===== src/rtl/linescanner_capture_sequencer.sv =====
// Frame sequencer for the line-scanner-to-AXI-Stream convertor.
// Triggers each sensor line, gates the convertor, counts pixel strobes and
// watches the convertor's output stream for the end-of-line beat. After the
// configured number of lines it reports done; config, timeout and stream
// protocol problems park the sequencer in a sticky error state.
module linescanner_capture_sequencer #(
  parameter int PIX_W          = 16,
  parameter int LINE_W         = 16,
  parameter int TRIG_CYCLES    = 4,
  parameter int TIMEOUT_CYCLES = 1000000
) (
  input  logic              axi_aclk,
  input  logic              axi_areset,
  input  logic              start,
  input  logic              abort,
  input  logic [PIX_W-1:0]  cfg_pixels_per_line,
  input  logic [LINE_W-1:0] cfg_lines_per_frame,
  input  logic [15:0]       cfg_line_gap,
  input  logic              pixel_captured,
  input  logic              stream_tvalid,
  input  logic              stream_tready,
  input  logic              stream_tlast,
  output logic              sensor_line_trigger,
  output logic              conv_enable,
  output logic              busy,
  output logic              frame_done,
  output logic [LINE_W-1:0] line_count,
  output logic              error,
  output logic [1:0]        err_code
);

  localparam logic [2:0] S_IDLE    = 3'd0;
  localparam logic [2:0] S_TRIGGER = 3'd1;
  localparam logic [2:0] S_CAPTURE = 3'd2;
  localparam logic [2:0] S_DRAIN   = 3'd3;
  localparam logic [2:0] S_GAP     = 3'd4;
  localparam logic [2:0] S_DONE    = 3'd5;
  localparam logic [2:0] S_ERROR   = 3'd6;

  localparam logic [1:0] ERR_CFG     = 2'd1;
  localparam logic [1:0] ERR_TIMEOUT = 2'd2;
  localparam logic [1:0] ERR_PROTO   = 2'd3;

  localparam int TRIG_W = (TRIG_CYCLES > 1) ? $clog2(TRIG_CYCLES) : 1;
  localparam int WD_W   = (TIMEOUT_CYCLES > 1) ? $clog2(TIMEOUT_CYCLES) : 1;
  localparam logic [TRIG_W-1:0] TRIG_LAST = TRIG_W'(TRIG_CYCLES - 1);
  localparam logic [WD_W-1:0]   WD_LAST   = WD_W'(TIMEOUT_CYCLES - 1);

  logic [2:0]        state_reg, state_next;
  logic [PIX_W-1:0]  pix_cfg_reg, pix_cfg_next;
  logic [LINE_W-1:0] lines_cfg_reg, lines_cfg_next;
  logic [15:0]       gap_cfg_reg, gap_cfg_next;
  logic [PIX_W-1:0]  pix_cnt_reg, pix_cnt_next;
  logic [LINE_W-1:0] line_cnt_reg, line_cnt_next;
  logic [15:0]       gap_cnt_reg, gap_cnt_next;
  logic [TRIG_W-1:0] trig_cnt_reg, trig_cnt_next;
  logic [WD_W-1:0]   wd_cnt_reg, wd_cnt_next;
  logic [1:0]        err_code_reg, err_code_next;
  logic              trig_reg, conv_reg, busy_reg, done_reg, error_reg;

  logic              beat, last_beat, line_done;
  logic [PIX_W-1:0]  pix_inc;
  logic [LINE_W-1:0] line_inc;

  assign beat      = stream_tvalid & stream_tready;
  assign last_beat = beat & stream_tlast;
  assign pix_inc   = pix_cnt_reg + PIX_W'(1);
  assign line_inc  = line_cnt_reg + LINE_W'(1);

  // Next-state and counter logic; abort is applied last so it overrides all.
  always_comb begin
    state_next     = state_reg;
    pix_cfg_next   = pix_cfg_reg;
    lines_cfg_next = lines_cfg_reg;
    gap_cfg_next   = gap_cfg_reg;
    pix_cnt_next   = pix_cnt_reg;
    line_cnt_next  = line_cnt_reg;
    gap_cnt_next   = gap_cnt_reg;
    trig_cnt_next  = trig_cnt_reg;
    wd_cnt_next    = wd_cnt_reg;
    err_code_next  = err_code_reg;
    line_done      = 1'b0;

    case (state_reg)
      S_IDLE: begin
        if (start && !abort) begin
          pix_cfg_next   = cfg_pixels_per_line;
          lines_cfg_next = cfg_lines_per_frame;
          gap_cfg_next   = cfg_line_gap;
          line_cnt_next  = '0;
          if ((cfg_pixels_per_line == '0) || (cfg_lines_per_frame == '0)) begin
            state_next    = S_ERROR;
            err_code_next = ERR_CFG;
          end else begin
            state_next    = S_TRIGGER;
            trig_cnt_next = '0;
            pix_cnt_next  = '0;
          end
        end
      end
      S_TRIGGER: begin
        if (trig_cnt_reg == TRIG_LAST) begin
          state_next  = S_CAPTURE;
          wd_cnt_next = '0;
        end else begin
          trig_cnt_next = trig_cnt_reg + TRIG_W'(1);
        end
      end
      S_CAPTURE: begin
        if (pixel_captured) begin
          pix_cnt_next = pix_inc;
          wd_cnt_next  = '0;
          if (pix_inc == pix_cfg_reg) begin
            // Final pixel and end-of-line beat together skip the drain phase.
            if (last_beat) line_done = 1'b1;
            else           state_next = S_DRAIN;
          end else if (last_beat) begin
            state_next    = S_ERROR;
            err_code_next = ERR_PROTO;
          end
        end else if (last_beat) begin
          state_next    = S_ERROR;
          err_code_next = ERR_PROTO;
        end else if (beat) begin
          wd_cnt_next = '0;
        end else if (wd_cnt_reg == WD_LAST) begin
          state_next    = S_ERROR;
          err_code_next = ERR_TIMEOUT;
        end else begin
          wd_cnt_next = wd_cnt_reg + WD_W'(1);
        end
      end
      S_DRAIN: begin
        if (pixel_captured) begin
          state_next    = S_ERROR;
          err_code_next = ERR_PROTO;
        end else if (last_beat) begin
          line_done = 1'b1;
        end else if (beat) begin
          wd_cnt_next = '0;
        end else if (wd_cnt_reg == WD_LAST) begin
          state_next    = S_ERROR;
          err_code_next = ERR_TIMEOUT;
        end else begin
          wd_cnt_next = wd_cnt_reg + WD_W'(1);
        end
      end
      S_GAP: begin
        if (gap_cnt_reg == (gap_cfg_reg - 16'd1)) begin
          state_next    = S_TRIGGER;
          trig_cnt_next = '0;
          pix_cnt_next  = '0;
        end else begin
          gap_cnt_next = gap_cnt_reg + 16'd1;
        end
      end
      S_DONE: begin
        state_next = S_IDLE;
      end
      S_ERROR: begin
        if (start) begin
          state_next    = S_IDLE;
          err_code_next = '0;
        end
      end
      default: begin
        state_next = S_IDLE;
      end
    endcase

    if (line_done) begin
      line_cnt_next = line_inc;
      if (line_inc == lines_cfg_reg) begin
        state_next = S_DONE;
      end else if (gap_cfg_reg == 16'd0) begin
        state_next    = S_TRIGGER;
        trig_cnt_next = '0;
        pix_cnt_next  = '0;
      end else begin
        state_next   = S_GAP;
        gap_cnt_next = '0;
      end
    end

    if (abort && (state_reg != S_ERROR)) begin
      state_next    = S_IDLE;
      err_code_next = err_code_reg;
      line_cnt_next = line_cnt_reg;
    end
  end

  // State, counters and outputs; outputs are decoded from the next state so
  // they change on the same edge as the state itself.
  always_ff @(posedge axi_aclk) begin
    if (axi_areset) begin
      state_reg     <= S_IDLE;
      pix_cfg_reg   <= '0;
      lines_cfg_reg <= '0;
      gap_cfg_reg   <= '0;
      pix_cnt_reg   <= '0;
      line_cnt_reg  <= '0;
      gap_cnt_reg   <= '0;
      trig_cnt_reg  <= '0;
      wd_cnt_reg    <= '0;
      err_code_reg  <= '0;
      trig_reg      <= 1'b0;
      conv_reg      <= 1'b0;
      busy_reg      <= 1'b0;
      done_reg      <= 1'b0;
      error_reg     <= 1'b0;
    end else begin
      state_reg     <= state_next;
      pix_cfg_reg   <= pix_cfg_next;
      lines_cfg_reg <= lines_cfg_next;
      gap_cfg_reg   <= gap_cfg_next;
      pix_cnt_reg   <= pix_cnt_next;
      line_cnt_reg  <= line_cnt_next;
      gap_cnt_reg   <= gap_cnt_next;
      trig_cnt_reg  <= trig_cnt_next;
      wd_cnt_reg    <= wd_cnt_next;
      err_code_reg  <= err_code_next;
      trig_reg      <= (state_next == S_TRIGGER);
      conv_reg      <= (state_next == S_TRIGGER) || (state_next == S_CAPTURE) ||
                       (state_next == S_DRAIN);
      busy_reg      <= (state_next != S_IDLE) && (state_next != S_DONE) &&
                       (state_next != S_ERROR);
      done_reg      <= (state_next == S_DONE);
      error_reg     <= (state_next == S_ERROR);
    end
  end

  assign sensor_line_trigger = trig_reg;
  assign conv_enable         = conv_reg;
  assign busy                = busy_reg;
  assign frame_done          = done_reg;
  assign line_count          = line_cnt_reg;
  assign error               = error_reg;
  assign err_code            = err_code_reg;

endmodule

===== config.mk =====
export PLATFORM = sky130hd
export DESIGN_NAME = linescanner_capture_sequencer
export DESIGN_NICKNAME = d
export VERILOG_FILES = /design/src/rtl/linescanner_capture_sequencer.sv
export SDC_FILE = /design/constraint.sdc
export NUM_CORES = 1
export LEC_CHECK = 0
export ABC_CLOCK_PERIOD_IN_PS = 3260
export CAP_MARGIN = 10
export CORE_MARGIN = 5
export CORE_UTILIZATION = 52
export CTS_BUF_LIST = sky130_fd_sc_hd__clkbuf_16
export DETAILED_ROUTE_END_ITERATION = 10
export HOLD_SLACK_MARGIN = 0.02
export PLACE_DENSITY_LB_ADDON = 0.3
export SETUP_SLACK_MARGIN = 0.02
export SYNTH_ARGS = -nofsm -noshare
export SYNTH_HDL_FRONTEND = slang
export SYNTH_SLANG_ARGS = --single-unit

===== constraint.sdc =====
create_clock -name axi_aclk -period 3.26 [get_ports axi_aclk]
set_clock_uncertainty 0.15 [all_clocks]
set_input_delay 0.652 -clock axi_aclk [delete_from_list [all_inputs] [get_ports axi_aclk]]
set_output_delay 0.652 -clock axi_aclk [all_outputs]
set_load 0.01 [all_outputs]

==> run summary <==
Die Wd: 130 um
WP data arrival: 3.31 ns
final worst-path setup slack: 0.107 ns
setup_tns: 0 ns
ys flop type: dfxtp_1
setup slack at placement: -0.364 ns
Clock transition at path regs: 0.05 ns
die area: 16900 um^2
I/O pin count: 79
top cells by area, synth: dfxtp_1 (34%), nand2_1 (8.4%), a21oi_1 (7.6%), xnor2_1 (4.6%), nor2_1 (4.3%)
power density over the cells: 401 nW/um^2
Final Cycle Share: 0.967
CTS tree: built
commonest cells in the netlist: nand2_1 (168), dfxtp_1 (128), a21oi_1 (114)
Buffers on Ports: 78
gr usage total: 0.251
Inst Count DP: 1271
hold slack: 0.304 ns
gpl congestion: 0.919
Syn Area/Cell: 7.57 um^2
Critical Path RT: 3.42 ns
final setup vio count: 0
DR vias/cell: 6.10
syn_nets: 1048
number of global-route vias before repair: 7414
insertion delay to the later sink of the worst-skew pair: 0.42 ns
worst hold path type: reg2reg
Leak Pwr: 3.45 nW
count leader, synth: nand2_1
WL/cell: 16.6 um
Die Ht: 130 um
Hold Buf Count CTS: 0
GRT overflow: 0
Max Cap Viol: 0
element type at the critical path end: flip-flop
n_diodes: 0
CTS root buf: clkbuf_16
Peak VDD IR: 0.390 mV
DRC errors left: 0
Crit Path Class: reg2reg
asr flop ratio synth: 0
Mapped Cells: 987
Routed Antenna Nets: 0
Yosys reg bits: 128
CP cell instances: or4_4, or4_1, a211o_1, a2111oi_4, nand3_4, o21ai_4, and2_4, buf_8, nand2b_4, a21oi_2
fill cell count: 1129
Final Hold Viols: 0
unrepaired setup endpoints after global routing: yes
status: finished clean
Ys Warns: 0
largest net degree at the start of global routing: 50
initial antenna violation count: 0
startpoint types: flip-flop
TritonCTS Buffers: 17
crit-path max FO: 7
sequential share of the synthesized area: 0.343
slowest CP cell: or4_4
max FFs per register: 20
top cell type's share of synthesized area: 0.343
H-tree Lvls: 4
largest area contributor in the netlist: dfxtp_1
first-pass GRT wire length: 34.5 mm
Layout area overhead: 30.5%
Final Non-Filler Cells: 1306
CTS Sinks: 128
vias: 7966
Max Clk Rate: 0.317 GHz
DRT Wirelength: 21.7 mm
Starting Density: 0.534
layout cell share with drive strength beyond 1: 0.170
Nets: 1174
Synth cell types: 71
Final Util: 0.697
Slew @ Worst Pin: 0.612 ns
Slew headroom: 0.589
CP max stage delay: 0.54 ns
EDFF count, synth: 0
placement row count: 43
fin. max-slew vios: 0
post-layout min period: 3.15 ns
Core ar.: 14000 um^2
router iterations before antenna repair: 6
clock buffer depth: 2
mapped cell area: 7470 um^2
post-DP HPWL: 15.0 mm
First DRT Iteration DRCs: 957
==> critical path, delay by kind of cell (launching register included) <==
| kind | cells | cell delay, ns |
|---|---|---|
| buf+inv | 1 | 0.13 |
| flops | 1 | 0.32 |
| simple gates | 5 | 1.51 |
| compound gates | 4 | 0.92 |
==> routing by layer <==
| layer | up-vias | routed length [um] | global-route usage |
|---|---|---|---|
| met5 | - | 0 | 0 |
| met2 | 325 | 10200 | 0.413 |
| met3 | 56 | 1500 | 0.0561 |
| met1 | 3756 | 9470 | 0.327 |
| met4 | 0 | 500 | 0.0831 |
| li1 | 3829 | - | - |
==> placed cells by master (no fill, tap or decap), drive strengths merged, types with 15 or more instances in the layout <==
cell / n
a21oi: 114
a311oi: 21
a31oi: 15
and2: 15
and3: 18
buf: 90
clkbuf: 17
clkdlybuf4s50: 77
dfxtp: 128
nand2: 168
nand3: 32
nand4: 18
nor2: 86
nor3: 34
nor4: 20
o21ai: 38
xnor2: 39
xor2: 36
==> repair_timing <==
action                                  4_1_cts  5_1_grt
setup buffers                                 1        3
pin swaps                                     1       21
resized for setup                             6       57
endpoints found under the setup margin       54       57
gates cloned                                  0        0
==> per-stage QoR <==
| step | cell area [um^2] | power [mW] |
|---|---|---|
| floorplan | 7470 | 1.89 |
| global placement | 8880 | 2.05 |
| detailed placement | 8880 | 2.05 |
| CTS | 9480 | 3.90 |
| global route | 9750 | 4.03 |
| finish | 9750 | 3.91 |
==> layout make-up <==
class / count / area, um^2 / share of cell area
Sequential cell: 128 / 2570 / 0.264
Multi-Input combinational cell: 786 / 4850 / 0.497
Clock inverter: 15 / 148 / 0.0151
Inverter: 13 / 48.8 / 0.00500
Timing Repair Buffer: 167 / 1490 / 0.153
Tap cell: 180 / 225 / 0.0231
Clock buffer: 17 / 425 / 0.0436
==> power by group <==
group | switching (mW) | total (mW) | internal (mW) | leakage (nW)
Sequential | 0.0242 | 1.62 | 1.60 | 1.04
Combinational | 0.233 | 0.444 | 0.211 | 2.15
Clock | 0.728 | 1.84 | 1.11 | 0.262
==> cell families (layout without fill, tap and decap cells) <==
kind of cell / count (synthesis) / count (layout) / share of synthesized area
and+or+nand+nor: 454 / 454 / 0.298
AOI/OAI and AO/OA: 250 / 250 / 0.218
DFF: 128 / 128 / 0.343
xor gates and xnor gates: 75 / 75 / 0.0879
buffers and inverters: 73 / 212 / 0.0422
adders and majority gates: 5 / 5 / 0.00837
muxes: 2 / 2 / 0.00268
==> path summary, 6_finish.rpt <==
path                                                      from                        endpoint  slack, ns  depth (start not counted)
worst max register to register    gap_cfg_reg[10]$_SDFFE_PP0P_       pix_cnt_reg[1]$_SDFF_PP0_       0.11                         10
worst max-delay path              gap_cfg_reg[10]$_SDFFE_PP0P_       pix_cnt_reg[1]$_SDFF_PP0_       0.11                         10
worst min register to register  lines_cfg_reg[11]$_SDFFE_PP0P_  lines_cfg_reg[11]$_SDFFE_PP0P_       0.30                          2
worst min-delay path            lines_cfg_reg[11]$_SDFFE_PP0P_  lines_cfg_reg[11]$_SDFFE_PP0P_       0.30                          2
Note: power is estimated with default switching activity, not from simulation.
